**config.mk**
```make
export PLATFORM = sky130hd
export DESIGN_NAME = fp_mul_result_collector
export DESIGN_NICKNAME = d
export VERILOG_FILES = /design/src/rtl/fp_mul_pkg.sv /design/src/rtl/fp_result_fifo.sv /design/src/rtl/fp_mul_result_collector.sv
export SDC_FILE = /design/constraint.sdc
export NUM_CORES = 1
export LEC_CHECK = 0
export CAP_MARGIN = 20
export CORE_UTILIZATION = 30
export CTS_CLUSTER_SIZE = 10
export DETAILED_ROUTE_END_ITERATION = 16
export HOLD_SLACK_MARGIN = 0.12
export PLACE_DENSITY = 0.49
export SLEW_MARGIN = 20
export SYNTH_ARGS = -nofsm -noshare
export SYNTH_HDL_FRONTEND = slang
export SYNTH_HIERARCHICAL = 1
export SYNTH_SLANG_ARGS = --single-unit
```
**constraint.sdc**
```tcl
create_clock -name CLK -period 2.9 [get_ports CLK]
set_clock_uncertainty 0.15 [all_clocks]
set_input_delay 0.29 -clock CLK [delete_from_list [all_inputs] [get_ports CLK]]
set_output_delay 0.29 -clock CLK [all_outputs]
set_load 0.01 [all_outputs]
```
**src/rtl/fp_mul_pkg.sv**
```systemverilog
// Shared FP64 field layout, class encoding and collector FSM states
// for the FP multiplier result path.
package fp_mul_pkg;

  localparam int          SIGN_BIT = 63;
  localparam int          EXP_MSB  = 62;
  localparam int          EXP_LSB  = 52;
  localparam int          FRAC_W   = 52;
  localparam logic [10:0] EXP_MAX  = 11'h7FF;

  localparam int NBYTES = 8;

  // Class vector layout: {nan, inf, zero, subnormal, sign}
  localparam int CLS_W    = 5;
  localparam int CLS_SIGN = 0;
  localparam int CLS_SUB  = 1;
  localparam int CLS_ZERO = 2;
  localparam int CLS_INF  = 3;
  localparam int CLS_NAN  = 4;

  typedef enum logic {
    IDLE,
    CAPTURE
  } state_t;

  function automatic logic [CLS_W-1:0] fp_class(input logic [63:0] w);
    logic [10:0] exp_f;
    logic        frac_nz;
    logic [CLS_W-1:0] cls;
    exp_f   = w[EXP_MSB:EXP_LSB];
    frac_nz = |w[FRAC_W-1:0];
    cls             = '0;
    cls[CLS_SIGN]   = w[SIGN_BIT];
    cls[CLS_SUB]    = (exp_f == 11'h000) &&  frac_nz;
    cls[CLS_ZERO]   = (exp_f == 11'h000) && !frac_nz;
    cls[CLS_INF]    = (exp_f == EXP_MAX) && !frac_nz;
    cls[CLS_NAN]    = (exp_f == EXP_MAX) &&  frac_nz;
    return cls;
  endfunction

endpackage

```
**src/rtl/fp_result_fifo.sv**
```systemverilog
// Small register-based FIFO with combinational head read; a push into a
// full FIFO is accepted only when a pop happens on the same edge.
module fp_result_fifo #(
  parameter int DEPTH = 4,
  parameter int W     = 64
) (
  input  logic                       clk,
  input  logic                       rst_n,
  input  logic                       push,
  input  logic                       pop,
  input  logic [W-1:0]               din,
  output logic [W-1:0]               dout,
  output logic                       valid,
  output logic                       full,
  output logic [$clog2(DEPTH+1)-1:0] count
);

  localparam int AW = $clog2(DEPTH);
  localparam int CW = $clog2(DEPTH+1);

  logic [W-1:0]  mem_reg [DEPTH];
  logic [AW-1:0] wr_ptr_reg;
  logic [AW-1:0] rd_ptr_reg;
  logic [CW-1:0] count_reg;
  logic          empty;
  logic          wr_en;
  logic          rd_en;

  assign empty = (count_reg == '0);
  assign full  = (count_reg == CW'(DEPTH));
  assign wr_en = push && (!full || pop);
  assign rd_en = pop && !empty;

  genvar gi;
  generate
    for (gi = 0; gi < DEPTH; gi++) begin : g_entry
      always_ff @(posedge clk or negedge rst_n) begin
        if (!rst_n) begin
          mem_reg[gi] <= '0;
        end else if (wr_en && (wr_ptr_reg == AW'(gi))) begin
          mem_reg[gi] <= din;
        end
      end
    end
  endgenerate

  // DEPTH is a power of two, so the pointers wrap naturally.
  always_ff @(posedge clk or negedge rst_n) begin
    if (!rst_n) begin
      wr_ptr_reg <= '0;
      rd_ptr_reg <= '0;
      count_reg  <= '0;
    end else begin
      if (wr_en) wr_ptr_reg <= wr_ptr_reg + 1'b1;
      if (rd_en) rd_ptr_reg <= rd_ptr_reg + 1'b1;
      case ({wr_en, rd_en})
        2'b10:   count_reg <= count_reg + 1'b1;
        2'b01:   count_reg <= count_reg - 1'b1;
        default: count_reg <= count_reg;
      endcase
    end
  end

  assign dout  = mem_reg[rd_ptr_reg];
  assign valid = !empty;
  assign count = count_reg;

endmodule

```
**src/rtl/fp_mul_result_collector.sv**
```systemverilog
// Deserialises the multiplier's LSB-first byte stream into binary64 words
// and queues them. Define FP_CLASS_EN to add per-word class on OUT_CLASS.
module fp_mul_result_collector
  import fp_mul_pkg::*;
#(
  parameter int DEPTH  = 4,
  parameter int NBYTES = fp_mul_pkg::NBYTES
) (
  input  logic                       CLK,
  input  logic                       RESET_N,
  input  logic                       READY_IN,
  input  logic [7:0]                 DATA_IN,
  output logic                       OUT_VALID,
  input  logic                       OUT_READY,
  output logic [8*NBYTES-1:0]        OUT_DATA,
  output logic [$clog2(DEPTH+1)-1:0] COUNT,
  output logic                       OVERFLOW,
  input  logic                       CLR_OVF
`ifdef FP_CLASS_EN
  ,
  output logic [CLS_W-1:0]           OUT_CLASS
`endif
);

  localparam int WORD_W = 8 * NBYTES;
  localparam int CNT_W  = $clog2(NBYTES);
  localparam logic [CNT_W-1:0] LAST = CNT_W'(NBYTES - 1);
`ifdef FP_CLASS_EN
  localparam int ENTRY_W = WORD_W + CLS_W;
`else
  localparam int ENTRY_W = WORD_W;
`endif

  state_t                  state_reg, state_next;
  logic                    ready_q;
  logic                    rise;
  logic [CNT_W-1:0]        byte_cnt_reg;
  logic [WORD_W-9:0]       shift_reg;
  logic [NBYTES-2:0]       byte_en;
  logic                    push;
  logic                    fifo_full;
  logic                    drop;
  logic                    ovf_reg;
  logic [WORD_W-1:0]       push_word;
  logic [ENTRY_W-1:0]      fifo_din;
  logic [ENTRY_W-1:0]      fifo_dout;

  assign rise = READY_IN && !ready_q;

  always_ff @(posedge CLK or negedge RESET_N) begin
    if (!RESET_N) state_reg <= IDLE;
    else          state_reg <= state_next;
  end

  always_comb begin
    state_next = state_reg;
    push       = 1'b0;
    case (state_reg)
      IDLE:    if (rise) state_next = CAPTURE;
      CAPTURE: if (byte_cnt_reg == LAST) begin
        push       = 1'b1;
        state_next = IDLE;
      end
      default: state_next = IDLE;
    endcase
  end

  always_ff @(posedge CLK or negedge RESET_N) begin
    if (!RESET_N) begin
      ready_q      <= 1'b0;
      byte_cnt_reg <= '0;
    end else begin
      ready_q <= READY_IN;
      if (state_reg == IDLE) begin
        if (rise) byte_cnt_reg <= CNT_W'(1);
      end else if (byte_cnt_reg == LAST) begin
        byte_cnt_reg <= '0;
      end else begin
        byte_cnt_reg <= byte_cnt_reg + 1'b1;
      end
    end
  end

  // The top byte is never stored: it goes straight into the FIFO with the
  // rest of the word on the final capture edge.
  genvar gi;
  generate
    for (gi = 0; gi < NBYTES - 1; gi++) begin : g_byte
      if (gi == 0) begin : g_first
        assign byte_en[gi] = (state_reg == IDLE) && rise;
      end else begin : g_rest
        assign byte_en[gi] = (state_reg == CAPTURE) && (byte_cnt_reg == CNT_W'(gi));
      end
      always_ff @(posedge CLK or negedge RESET_N) begin
        if (!RESET_N)         shift_reg[8*gi +: 8] <= '0;
        else if (byte_en[gi]) shift_reg[8*gi +: 8] <= DATA_IN;
      end
    end
  endgenerate

  assign push_word = {DATA_IN, shift_reg};
  assign drop      = push && fifo_full && !OUT_READY;

  always_ff @(posedge CLK or negedge RESET_N) begin
    if (!RESET_N)     ovf_reg <= 1'b0;
    else if (drop)    ovf_reg <= 1'b1;
    else if (CLR_OVF) ovf_reg <= 1'b0;
  end

`ifdef FP_CLASS_EN
  assign fifo_din  = {fp_class(push_word), push_word};
  assign OUT_CLASS = fifo_dout[ENTRY_W-1:WORD_W];
`else
  assign fifo_din  = push_word;
`endif

  fp_result_fifo #(
    .DEPTH (DEPTH),
    .W     (ENTRY_W)
  ) u_fifo (
    .clk   (CLK),
    .rst_n (RESET_N),
    .push  (push),
    .pop   (OUT_READY),
    .din   (fifo_din),
    .dout  (fifo_dout),
    .valid (OUT_VALID),
    .full  (fifo_full),
    .count (COUNT)
  );

  assign OUT_DATA = fifo_dout[WORD_W-1:0];
  assign OVERFLOW = ovf_reg;

endmodule

```
==> results.sh, run 1 <==
export IMPL_status="completed"
export IMPL_ios=82
export IMPL_drcViolationCount=0
export IMPL_fin_nets=955
export IMPL_slowest_delay_ps=500
export IMPL_die_area_sq_um=47500
export IMPL_cts_buffer_depth=3
export IMPL_cts_clk_slew_worst_paths_ps=50
export IMPL_worstPathMaxFanout=10
export IMPL_cts_sink_count=325
export IMPL_final_hold_viol_count=0
export IMPL_hp_class="primary input to asynchronous set/reset pin"
export IMPL_gp_congestion=0.678
export IMPL_layout_common_cells="dfrtp_1 (323), mux2_2 (313), clkdlybuf4s50_1 (68)"
export IMPL_largest_reg_flops=256
export IMPL_h_tree_depth=2
export IMPL_grt_pass1_wl_mm=51.7
export IMPL_p_per_area_nw_per_um2=1140
export IMPL_root_buffer="clkbuf_16"
export IMPL_dieWidth_um=218
export IMPL_grt_pass1_vias=8223
export IMPL_start_util=0.306
export IMPL_worstPathCellList="buf_12 -> bufbuf_16 -> mux4_2 -> clkdlybuf4s50_1"
export IMPL_r2r_slack_ps=370
export IMPL_syn_to_final_growth_pct=20.9
export IMPL_slew_viol_final=0
export IMPL_fmax_mhz=356
export IMPL_synth_cells=805
export IMPL_antenna_found_initial=3
export IMPL_yosys_area_top_type="dfrtp_1"
export IMPL_drive_gt1_frac=0.505
export IMPL_crit_type="register to output port"
export IMPL_worst_path_buf_inv=3
export IMPL_core_region_area_sq_um=45700
export IMPL_r2r_start="byte_cnt_reg[0]$_DFFE_PN0P_"
export IMPL_use_met2=0.231
export IMPL_ant_nets=0
export IMPL_track_usage=0.145
export IMPL_ys_warn_count=6
export IMPL_crit_family="buffers and inverters"
export IMPL_place_hpwl_mm=19.3
export IMPL_irDropWorstVdd_v=0.000502
export IMPL_tns_ps=0
export IMPL_synth_area_sq_um=14000
export IMPL_leakagePower_nw=7.55
export IMPL_synth_fp_nets=830
export IMPL_crit_arrival_ps=2370
export IMPL_rr_endpoint="u_fifo/count[2]$_DFFE_PN0P_"
export IMPL_pre_cts_slack_ps=362
export IMPL_num_rows=78
export IMPL_layout_setup_ws_ps=92.0
export IMPL_clk_latency_ps=530
export IMPL_required_ps=2460
export IMPL_grt_overflow=0
export IMPL_slew_headroom=0.426
export IMPL_final_common_cell="dfrtp_1"
export IMPL_worst_pin_slew_ps=858
export IMPL_finalCritPeriodShare=0.968
export IMPL_layout_min_cycle_time_ps=2810
export IMPL_whs_ps=175
export IMPL_met1_usage=0.199
export IMPL_drtIter0Drc=324
export IMPL_yosysSeqAreaShare=0.581
export IMPL_cap_viol_max_count=0
export IMPL_vias=7350
export IMPL_rsz0062_at_grt="false"
export IMPL_synthTopCellsByArea="dfrtp_1 (58%), mux2_2 (25%), mux4_2 (10%)"
export IMPL_portBuffers=81
export IMPL_dr_pass1_iters=4
export IMPL_cts_tree="built"
export IMPL_wl_mm=32.6
export IMPL_routed_via_density=4.76
export IMPL_busiest_layer="met2"
export IMPL_cts_buffers=40
export IMPL_reg2reg_depth=10
export IMPL_grt_use_met3=0.0291
export IMPL_wire_per_inst_um=21.1
export IMPL_synth_distinct_cells=33
export IMPL_die_y_um=218
export IMPL_ys_seq_elements=325
export IMPL_synth_area_per_cell_sq_um=17.4
export IMPL_grt_max_degree=72
export IMPL_yosys_area_top_type_share=0.581
export IMPL_start_kind="register"
export IMPL_endpoint_kind="output port"
export IMPL_setup_viol=0
export IMPL_crit_slowest_cell="mux4_2"
==> per-stage QoR <==
| stage | total power [mW] | instance area [sq um] | cells | util |
|---|---|---|---|---|
| finish | 19.3 | 16900 | 1545 | 0.371 |
| global route | 20.5 | 16900 | 1545 | 0.371 |
| CTS | 19.7 | 16900 | 1542 | 0.369 |
| detailed placement | 14.9 | 15600 | 1477 | 0.342 |
| global placement | 14.8 | 15600 | 1477 | 0.342 |
| floorplan | 11.9 | 14000 | 805 | - |
==> power by group <==
| group | switching (mW) | total, mW | internal, mW |
|---|---|---|---|
| clock | 1.80 | 4.47 | 2.67 |
| combinational | 2.57 | 6.87 | 4.30 |
| sequential | 1.33 | 7.92 | 6.59 |
==> cells in the mapped netlist <==
cell type  count
a21o_1         1
and2_1         1
and3_1         1
buf_1          5
buf_2          6
buf_4          1
buf_6          5
clkbuf_1       4
clkbuf_8      20
dfrtp_1      325
fa_1           1
ha_1          11
inv_1         10
mux2_2       313
mux2i_1        1
mux4_2        64
nand2_1        5
nand2_2        1
nand2b_1       2
nand3_2        3
nand3b_1       3
nand4b_1       1
nor2_1         1
nor2_2         4
nor2b_1        1
nor3b_4        1
nor4b_2        1
o21ai_0        2
o31a_1         2
o31ai_1        2
or3_1          1
xnor2_1        3
xor2_1         3
==> logic make-up (layout without fill, tap and decap cells) <==
family,after synthesis,after routing,synth area share
multiplexers,378,378,0.356
XOR/XNOR,6,6,0.00376
AND/OR/NAND/NOR,26,26,0.0133
AO/OA/AOI/OAI,7,7,0.00358
flip-flops,325,325,0.581
buffers and inverters,51,190,0.0315
adder cells (fa/ha/maj),12,12,0.0113
other,0,1,0
==> routing by layer <==
| layer | wire length (um) | part of all wire |
|---|---|---|
| met1 | 15100 | 0.46 |
| met2 | 15700 | 0.48 |
| met3 | 1080 | 0.033 |
| met4 | 704 | 0.022 |
| met5 | 0 | 0 |
==> worst register-to-register path: stages (launching register included) <==
cell      delay (ps)
dfrtp_1          420
ha_1             240
ha_1             220
and2_1           210
nand2b_1         160
ha_1             200
inv_1             60
fa_1             370
xor2_1           150
nor2_1           120
xor2_1           150
==> worst max-delay path by stage <==
stage,depth (start not counted),slack (ps),end,startpoint
floorplan,8,480,u_fifo/count[2]$_DFFE_PN0P_,u_fifo/count[0]$_DFFE_PN0P_
global placement,9,380,u_fifo/count[2]$_DFFE_PN0P_,OUT_READY
detailed placement,9,360,u_fifo/count[2]$_DFFE_PN0P_,OUT_READY
CTS,4,2,OUT_DATA[37],u_fifo/rd_ptr_reg[0]$_DFFE_PN0P_
global route,4,1,OUT_DATA[58],u_fifo/rd_ptr_reg[0]$_DFFE_PN0P_
finish,4,90,OUT_DATA[58],u_fifo/rd_ptr_reg[0]$_DFFE_PN0P_
==> cell type report <==
class                           instances  area (sq um)
Multi-Input combinational cell        429          5440
Inverter                               10          37.5
Tap cell                              600           751
Fill cell                            4304         28800
Timing Repair Buffer                  124          1420
Sequential cell                       325          8140
Clock buffer                           55          1130
Antenna cell                            1          2.50
Clock inverter                          1          8.76
==> repair_timing <==
item                                   4_1_cts  5_1_grt
gates cloned                                 1        0
hold buffers                                 3        0
buffers inserted                             5        2
gates resized for setup                      2       12
setup endpoints to repair                   40       14
endpoints found under the hold margin      261        0
pin swaps                                    0        0
Note: power is estimated with default switching activity, not from simulation.
==> run 2, diff against run 1 <==
CORE_UTILIZATION = 35   (was 30)
PLACE_DENSITY = 0.55   (was 0.49)
RECOVER_POWER = 25   (was default)
==> results.sh, run 2 (same netlist as run 1, synthesis figures left out) <==
export IMPL_cts_sink_count=325
export IMPL_gp_congestion=0.693
export IMPL_status="finished, violations left"
export IMPL_finalPower_mw=18.9
export IMPL_num_rows=72
export IMPL_clk_latency_ps=520
export IMPL_irDropWorstVdd_v=0.000483
export IMPL_grt_max_degree=65
export IMPL_worst_path_buf_inv=2
export IMPL_root_buffer="clkbuf_16"
export IMPL_h_tree_depth=2
export IMPL_leakagePower_nw=7.23
export IMPL_syn_to_final_growth_pct=17.8
export IMPL_drtIter0Drc=283
export IMPL_grt_overflow=0
export IMPL_multi_input_area_sq_um=5440
export IMPL_die_y_um=202
export IMPL_dieWidth_um=202
export IMPL_slew_headroom=-0.108
export IMPL_cts_buffers=39
export IMPL_layout_setup_ws_ps=111
export IMPL_final_common_cell="dfrtp_1"
export IMPL_tns_ps=0
export IMPL_wire_per_inst_um=21.2
export IMPL_worstPathMaxFanout=26
export IMPL_hp_class="primary input to register"
export IMPL_slew_viol_final=59
export IMPL_start_util=0.359
export IMPL_track_usage=0.156
export IMPL_r2r_slack_ps=410
export IMPL_ios=82
export IMPL_final_hold_viol_count=0
export IMPL_cts_clk_slew_worst_paths_ps=50
export IMPL_required_ps=2460
export IMPL_worst_pin_slew_ps=1660
export IMPL_fin_nets=934
export IMPL_antenna_cells=0
export IMPL_postLayoutCoreUtil=0.423
export IMPL_fmax_mhz=359
export IMPL_finalCritPeriodShare=0.962
export IMPL_routed_via_density=5.00
export IMPL_rsz0062_at_grt="false"
export IMPL_grt_pass1_vias=7828
export IMPL_endpoint_kind="output port"
export IMPL_cts_setup_buffers=0
export IMPL_worstPathCellList="buf_16 -> mux4_2 -> clkdlybuf4s50_1"
export IMPL_p_per_area_nw_per_um2=1140
export IMPL_setup_viol=0
export IMPL_num_fill_cells=3497
export IMPL_drcViolationCount=0
export IMPL_crit_family="buffers and inverters"
export IMPL_grt_pass1_wl_mm=48.4
export IMPL_start_kind="register"
export IMPL_numPlacedInstances=1385
export IMPL_drive_gt1_frac=0.495
export IMPL_core_region_area_sq_um=39000
export IMPL_slowest_delay_ps=570
export IMPL_seqCellArea_sq_um=8140
export IMPL_antenna_found_initial=1
export IMPL_cts_tree="built"
export IMPL_cap_viol_max_count=1
export IMPL_cts_buffer_depth=3
export IMPL_crit_arrival_ps=2350
export IMPL_vias=7183
export IMPL_layout_min_cycle_time_ps=2790
export IMPL_ant_nets=0
export IMPL_pre_cts_slack_ps=357
export IMPL_place_hpwl_mm=17.1
export IMPL_die_area_sq_um=40800
export IMPL_dr_pass1_iters=4
export IMPL_largest_reg_flops=256
export IMPL_violations="max-capacitance violations, max-slew violations"
export IMPL_wl_mm=30.4
export IMPL_crit_slowest_cell="mux4_2"
export IMPL_crit_type="register to output port"
export IMPL_portBuffers=81
export IMPL_layout_common_cells="dfrtp_1 (323), mux2_2 (313), clkdlybuf4s50_1 (78)"
export IMPL_instances_no_fill=1437
-- run 2: through the flow --
| stage | hold slack, ps | cell area (sq um) |
|---|---|---|
| 4_1_cts | 142 | 16500 |
| 3_3_place_gp | 126 | 15400 |
| 6_report | 205 | 16500 |
| 2_1_floorplan | -156 | 14000 |
| 3_5_place_dp | 129 | 15400 |
| 5_1_grt | 220 | 16500 |
-- run 2: per-layer routing --
| layer | up-vias | track usage | routed length (um) |
|---|---|---|---|
| met5 | - | 0 | 0 |
| met4 | 0 | 0.0414 | 517 |
| met3 | 33 | 0.0240 | 859 |
| met2 | 84 | 0.250 | 14600 |
| met1 | 3888 | 0.220 | 14400 |
| li1 | 3178 | - | - |
-- run 2: area by class of cell --
class	count	share of cell area
clock buffers	50	0.0649
repair buffers	104	0.0695
multi-input cells	429	0.330
flip-flops and latches	325	0.493
inverters	10	0.00228
clock inverters	1	0.000531
well taps	518	0.0393
-- run 2: power by group --
group | switching [mW] | leakage, nW | internal [mW]
clock | 1.71 | 0.526 | 2.54
sequential | 1.30 | 4.16 | 6.59
combinational | 2.54 | 2.55 | 4.18
-- run 2: worst register-to-register path: stages, from the launching register on --
cell,delay (ps)
dfrtp_1,420
ha_1,240
ha_1,210
and2_1,200
nand2b_1,160
ha_1,200
inv_1,60
fa_1,380
xor2_1,150
nor2_1,110
xor2_1,160
-- run 2: worst paths after layout --
kind,to,from,cells past startpoint
setup / recovery,OUT_DATA[7],u_fifo/rd_ptr_reg[0]$_DFFE_PN0P_,3
hold / removal,OVERFLOW$_DFFE_PN0P_,CLR_OVF,2
setup reg to reg,u_fifo/count[2]$_DFFE_PN0P_,byte_cnt_reg[0]$_DFFE_PN0P_,10
hold reg to reg,u_fifo/mem_reg[58]$_DFFE_PN0P_,u_fifo/mem_reg[58]$_DFFE_PN0P_,1
max in group asynchronous,u_fifo/mem_reg[181]$_DFFE_PN0P_,RESET_N,3
min in group asynchronous,u_fifo/mem_reg[227]$_DFFE_PN0P_,RESET_N,2
-- run 2: what timing repair did --
| item | 4_1_cts | 5_1_grt |
|---|---|---|
| setup endpoints to repair | 0 | 1 |
| hold buffers | 1 | 0 |
| hold endpoints to repair | 294 | 0 |
| resized for setup | 0 | 2 |
